<file path="src/rtl/fnd_scan_decoder.sv">
// Readback decoder for the multiplexed 4-digit 7-segment bus: waits for each strobe
// to settle, decodes the pattern back to BCD and publishes complete frames.
//
// state      | meaning
// -----------+--------------------------------------------------------------
// ST_WAIT    | no digit strobe selected on the sampled bus
// ST_SETTLE  | valid strobe seen, counting identical samples
// ST_CAPTURE | digit written to shadow on the edge that entered this state
// ST_HOLD    | dwell already captured, waiting for the bus to change
module fnd_scan_decoder #(
    parameter int SETTLE_CYC  = 4,
    parameter int TIMEOUT_CYC = 1_000_000
) (
    input  logic        clk,
    input  logic        reset,
    input  logic [3:0]  fnd_com,
    input  logic [7:0]  fnd_data,
    output logic [15:0] digits,
    output logic [3:0]  dp_out,
    output logic        frame_valid,
    output logic        frame_err,
    output logic        stale
);
    localparam int CW = $clog2(SETTLE_CYC + 1);
    localparam int TW = $clog2(TIMEOUT_CYC + 1);
    localparam logic [CW-1:0] SETTLE_N  = CW'(SETTLE_CYC);
    localparam logic [TW-1:0] TIMEOUT_N = TW'(TIMEOUT_CYC);

    typedef enum logic [1:0] {ST_WAIT, ST_SETTLE, ST_CAPTURE, ST_HOLD} state_t;

    state_t          state_q, state_d;
    logic [3:0]      com_q;
    logic [7:0]      data_q;
    logic [CW-1:0]   cnt_q, cnt_d;
    logic [TW-1:0]   to_q, to_d;
    logic [3:0]      seen_q, seen_d;
    logic [3:0][3:0] shd_nib_q, shd_nib_d;
    logic [3:0]      shd_dp_q, shd_dp_d;
    logic [3:0]      shd_err_q, shd_err_d;
    logic [15:0]     digits_q, digits_d;
    logic [3:0]      dp_q, dp_d;
    logic            fv_q, fv_d;
    logic            ferr_q, ferr_d;
    logic            stale_q, stale_d;

    logic            nxt_valid, nxt_same, capture, frame_load, to_hit;
    logic [1:0]      idx;
    logic [3:0]      nib;
    logic            dec_err;

    always_comb begin
        nxt_valid = (fnd_com == 4'b1110) || (fnd_com == 4'b1101) ||
                    (fnd_com == 4'b1011) || (fnd_com == 4'b0111);
        nxt_same  = ({fnd_com, fnd_data} == {com_q, data_q});

        // Counter tracks the value being loaded into com_q/data_q this edge.
        if (!nxt_valid)
            cnt_d = '0;
        else if (!nxt_same)
            cnt_d = CW'(1);
        else if (cnt_q == SETTLE_N)
            cnt_d = cnt_q;
        else
            cnt_d = cnt_q + CW'(1);

        state_d = state_q;
        capture = 1'b0;
        if (!nxt_valid) begin
            state_d = ST_WAIT;
        end else begin
            case (state_q)
                ST_WAIT:   state_d = ST_SETTLE;
                ST_SETTLE: begin
                    if (cnt_d == SETTLE_N) begin
                        state_d = ST_CAPTURE;
                        capture = 1'b1;
                    end
                end
                default:   state_d = nxt_same ? ST_HOLD : ST_SETTLE;
            endcase
        end

        case (com_q)
            4'b1101: idx = 2'd1;
            4'b1011: idx = 2'd2;
            4'b0111: idx = 2'd3;
            default: idx = 2'd0;
        endcase

        dec_err = 1'b0;
        case (data_q[6:0])
            7'h40:   nib = 4'h0;
            7'h79:   nib = 4'h1;
            7'h24:   nib = 4'h2;
            7'h30:   nib = 4'h3;
            7'h19:   nib = 4'h4;
            7'h12:   nib = 4'h5;
            7'h02:   nib = 4'h6;
            7'h78:   nib = 4'h7;
            7'h00:   nib = 4'h8;
            7'h10:   nib = 4'h9;
            7'h7F:   nib = 4'hB;
            default: begin
                nib     = 4'hF;
                dec_err = 1'b1;
            end
        endcase

        // Reload to 1 the cycle after a capture: the counter means "cycles since capture".
        if (state_q == ST_CAPTURE)
            to_d = TW'(1);
        else if (to_q == TIMEOUT_N)
            to_d = to_q;
        else
            to_d = to_q + TW'(1);
        to_hit  = (to_d == TIMEOUT_N) && (to_q != TIMEOUT_N);
        stale_d = (to_d == TIMEOUT_N);

        frame_load = (seen_q == 4'hF);
        seen_d     = seen_q;
        shd_nib_d  = shd_nib_q;
        shd_dp_d   = shd_dp_q;
        shd_err_d  = shd_err_q;
        if (frame_load || to_hit)
            seen_d = '0;
        if (frame_load)
            shd_err_d = '0;
        if (capture) begin
            seen_d[idx]    = 1'b1;
            shd_nib_d[idx] = nib;
            shd_dp_d[idx]  = ~data_q[7];
            shd_err_d[idx] = dec_err;
        end

        digits_d = frame_load ? shd_nib_q  : digits_q;
        dp_d     = frame_load ? shd_dp_q   : dp_q;
        ferr_d   = frame_load ? |shd_err_q : ferr_q;
        fv_d     = frame_load;
    end

    always_ff @(posedge clk) begin
        if (!reset) begin
            state_q   <= ST_WAIT;
            com_q     <= '0;
            data_q    <= '0;
            cnt_q     <= '0;
            to_q      <= '0;
            seen_q    <= '0;
            shd_nib_q <= '0;
            shd_dp_q  <= '0;
            shd_err_q <= '0;
            digits_q  <= '0;
            dp_q      <= '0;
            fv_q      <= 1'b0;
            ferr_q    <= 1'b0;
            stale_q   <= 1'b0;
        end else begin
            state_q   <= state_d;
            com_q     <= fnd_com;
            data_q    <= fnd_data;
            cnt_q     <= cnt_d;
            to_q      <= to_d;
            seen_q    <= seen_d;
            shd_nib_q <= shd_nib_d;
            shd_dp_q  <= shd_dp_d;
            shd_err_q <= shd_err_d;
            digits_q  <= digits_d;
            dp_q      <= dp_d;
            fv_q      <= fv_d;
            ferr_q    <= ferr_d;
            stale_q   <= stale_d;
        end
    end

    assign digits      = digits_q;
    assign dp_out      = dp_q;
    assign frame_valid = fv_q;
    assign frame_err   = ferr_q;
    assign stale       = stale_q;
endmodule

</file>
<file path="config.mk">
export PLATFORM = sky130hd
export DESIGN_NAME = fnd_scan_decoder
export DESIGN_NICKNAME = d
export VERILOG_FILES = /design/src/rtl/fnd_scan_decoder.sv
export SDC_FILE = /design/constraint.sdc
export NUM_CORES = 1
export LEC_CHECK = 0
export ABC_CLOCK_PERIOD_IN_PS = 2150
export BUFFER_PORTS_ARGS = -buffer_cell sky130_fd_sc_hd__buf_4
export CAP_MARGIN = 20
export CELL_PAD_IN_SITES_DETAIL_PLACEMENT = 0
export CELL_PAD_IN_SITES_GLOBAL_PLACEMENT = 1
export CORE_ASPECT_RATIO = 1.75
export CORE_MARGIN = 1.5
export CORE_UTILIZATION = 40
export CTS_BUF_LIST = sky130_fd_sc_hd__clkbuf_4 sky130_fd_sc_hd__clkbuf_8 sky130_fd_sc_hd__clkbuf_16
export DETAILED_ROUTE_END_ITERATION = 8
export PLACE_DENSITY = 0.87
export SLEW_MARGIN = 10
export SYNTH_ARGS = -nofsm -noshare
export SYNTH_HDL_FRONTEND = slang
export SYNTH_SLANG_ARGS = --single-unit
export TNS_END_PERCENT = 50
</file>
<file path="constraint.sdc">
create_clock -name clk -period 2.15 [get_ports clk]
set_clock_uncertainty 0.2 [all_clocks]
set_input_delay 0.1075 -clock clk [delete_from_list [all_inputs] [get_ports clk]]
set_output_delay 0.1075 -clock clk [all_outputs]
set_load 0.005 [all_outputs]
</file>
==> results.py <==
metrics = {
    "pwr": {
        "p_seq_share_pct": 44.5,
        "p_sw_share_pct": 23.47,
        "powerDensity_nw_per_um2": 652.5,
        "peakVddDrop_v": 0.0003933,
        "p_int_mw": 2.870,
        "p_leak_nw": 2.299,
        "combPwrFrac_pct": 8.8,
        "p_switching_uw": 880.2,
        "pwr-share-clk_pct": 46.7,
    },
    "layout": {
        "drive_above_1_share_pct": 31.08,
        "final_cell_mix": "103 x buf_4, 77 x dfxtp_1, 56 x nand2_1",
        "syn2layout_area_growth_pct": 42.14,
        "final_core_util_pct": 58.36,
        "final_common_cell": "buf_4",
        "nets": 605,
        "n_antenna_cell": 0,
        "n_fill_cell": 893,
    },
    "setup_path": {
        "cp-end-kind": "flop",
        "slowest_stage": "a311o_2",
        "cp.arrival_ps": 2350,
        "cp_slowest_stage_delay_ps": 420,
        "critPathLaunchType": "flop",
        "critPathKind": "reg -> reg",
        "crit_fanout": 4,
        "critPathRequiredTime_ps": 2220,
        "crit_chain": "and4_4 -> buf_4 -> and4_1 -> a21oi_1 -> o2111ai_2 -> nor2_1 -> a311o_2 -> o22ai_1",
    },
    "timing": {
        "rsz0062_at_grt": "yes",
        "setup_tns_ps": -1009,
        "timing.final.crit_share_pct": 105.7,
        "slew_headroom_pct": 57.05,
        "final-setup-viol-count": 18,
        "max_freq_mhz": 440.2,
        "worstMarginPinSlew_ps": 642.4,
        "fin_crit_ps": 2272,
        "hold_viol_final": 0,
        "setup_ws_ps": -122.0,
        "slew_viol_final": 0,
    },
    "synth": {
        "avgSynthCellArea_um2": 8.568,
        "syn-num-nets": 490,
        "synth.distinct_cells": 58,
        "synth_edf_count": 0,
        "ys_warn_count": 0,
        "synth_area_um2": 4044,
        "ys.flop_type": "dfxtp_1",
        "synth-seq-area-share_pct": 43.56,
        "synthArstFlopShare_pct": 0,
        "ys_ff_latch": 88,
        "syn_inst": 472,
    },
    "floorplanning": {
        "core_area_um2": 9849,
        "ios": 37,
        "die_h_um": 136.0,
        "die_w_um": 79.01,
        "start_util_pct": 41.06,
        "rows": 48,
        "die_area_um2": 10750,
    },
    "clocking": {
        "clock-sinks": 88,
        "clk_latency_ps": 350,
        "ctsRootBufferMaster": "clkbuf_16",
        "cts.reportedPaths.clkPinSlew_ps": 70,
        "cts_buffers": 9,
        "cts.path.max_buffers": 2,
        "cts_tree": "built",
        "htree_levels": 3,
    },
    "detailed_routing": {
        "first_iter_violations": 135,
        "wirelength_um": 10620,
        "wl_per_cell_um": 14.81,
        "drc": 0,
        "vias_per_cell": 5.192,
        "first_pass_iters": 4,
        "vias": 3723,
        "ant_nets": 0,
    },
    "global_route": {
        "grt_max_degree": 48,
        "grt_pass1_vias": 3772,
        "grt-ovfl-total": 0,
        "antenna_found_initial": 0,
        "track_usage_pct": 20.88,
        "grt_pass1_wl_um": 17420,
    },
    "worst_hold_path": {
        "hold_path.class": "in -> reg",
    },
    "placement": {
        "post-dp-hpwl_um": 7263,
        "gp_congestion": 0.9193,
        "port_buffers": 36,
    },
    "job": {
        "max_cap_violations": 0,
    },
    "status": {
        "violations": "negative setup slack",
        "outcome": "complete, but fails checks",
    },
}
==> metrics by stage <==
step | power [mW] | std cells | area [µm²] | hold slack [ps] | setup WS (ps)
after floorplan | 1.847 | 472 | 4113 | 29.21 | -126.4
after global placement | 1.932 | 667 | 4860 | 127.9 | -162.3
after detailed placement | 1.940 | 667 | 4860 | 131.2 | -203.0
after CTS | 3.755 | 713 | 5584 | 37.48 | -124.5
after global routing | 3.900 | 717 | 5748 | 116.4 | -234.1
final | 3.751 | 717 | 5748 | 74.77 | -122.0
==> final cells by class <==
type,count,area (µm²),share of cell area [%]
inverters,16,62.56,1.088
repair buffers,136,1122,19.53
well taps,125,156.4,2.721
flip-flops and latches,88,1780,30.98
multi-input cells,336,2288,39.81
clock buffers,9,225.2,3.918
clock inverters,7,112.6,1.959
==> kinds of logic after synthesis <==
logic type | share of synthesized area, %
mux | 5.569
xor+xnor | 8.014
fa+ha+maj | 1.238
buf+inv | 5.383
compound gates | 9.995
simple gates | 26.24
flops | 43.56
==> power groups by stage <==
stage / clock [mW] / combinational [mW] / sequential [mW]
finish: 1.75 / 0.329 / 1.67
CTS: 1.79 / 0.298 / 1.67
floorplan: 0 / 0.148 / 1.70
detailed placement: 0 / 0.237 / 1.70
global placement: 0 / 0.230 / 1.70
global route: 1.87 / 0.357 / 1.67
==> synthesized netlist by cell type (3+ instances only) <==
cell type / number / area share (%)
nand2b_1: 4 / 0.62
xnor2_1: 24 / 5.2
buf_4: 3 / 0.56
nand2_1: 58 / 5.4
buf_1: 3 / 0.28
a31oi_1: 3 / 0.46
nor2_1: 53 / 4.9
o22ai_1: 4 / 0.62
a311oi_1: 3 / 0.65
a21oi_1: 37 / 4.6
or2_1: 3 / 0.46
or3_1: 4 / 0.62
nand4_1: 14 / 2.2
and3_1: 4 / 0.62
xor2_1: 13 / 2.8
nand3_1: 15 / 1.9
dfxtp_1: 88 / 44
and4_1: 6 / 1.3
inv_1: 15 / 1.4
buf_2: 9 / 1.1
nor3_1: 6 / 0.74
mux2i_1: 20 / 5.0
and2_1: 14 / 2.2
nor4_1: 5 / 0.77
ha_1: 4 / 1.2
clkbuf_1: 15 / 1.4
nor2b_1: 5 / 0.77
==> routing by layer <==
metal  routed length, µm  global-route usage, %  part of all wire, %
met1                4006                  21.11                   38
met4                 508                  12.57                  4.8
met2                5811                  38.08                   55
met5                   0                      0                    0
met3                 293                  4.698                  2.8
==> timing repair <==
action,CTS,global route
hold buffers,25,0
endpoints found under the setup margin,25,29
pin swaps,14,11
buffers inserted,5,5
hold endpoints to repair,21,0
resized for setup,26,31
==> state kept, by name (all words and copies together) (netlist names), 3 cells and up <==
name and flops:
to_q 20, digits 16, shd_nib_q 16, data_q 8, com_q 4, dp_out 4, seen_q 4, shd_dp_q 4
shd_err_q 4, cnt_q 3
==> worst paths after layout <==
check                                    from    endpoint  slack, ps  depth (start not counted)
worst max-delay path                  to_q[6]   seen_q[3]       -120                          8
worst min-delay path               fnd_com[0]  state_q[0]         70                          5
worst max register to register        to_q[6]   seen_q[3]       -120                          8
worst min register to register  shd_nib_q[13]  digits[13]        250                          2
==> worst max-delay path, delay by kind of cell, from the launching register on <==
kind / cells / cell delay, ps
AO/OA/AOI/OAI: 4 / 890
AND/OR/NAND/NOR: 3 / 580
flip-flops: 1 / 410
buffers and inverters: 1 / 130
Power figures use the tool's default switching activity.
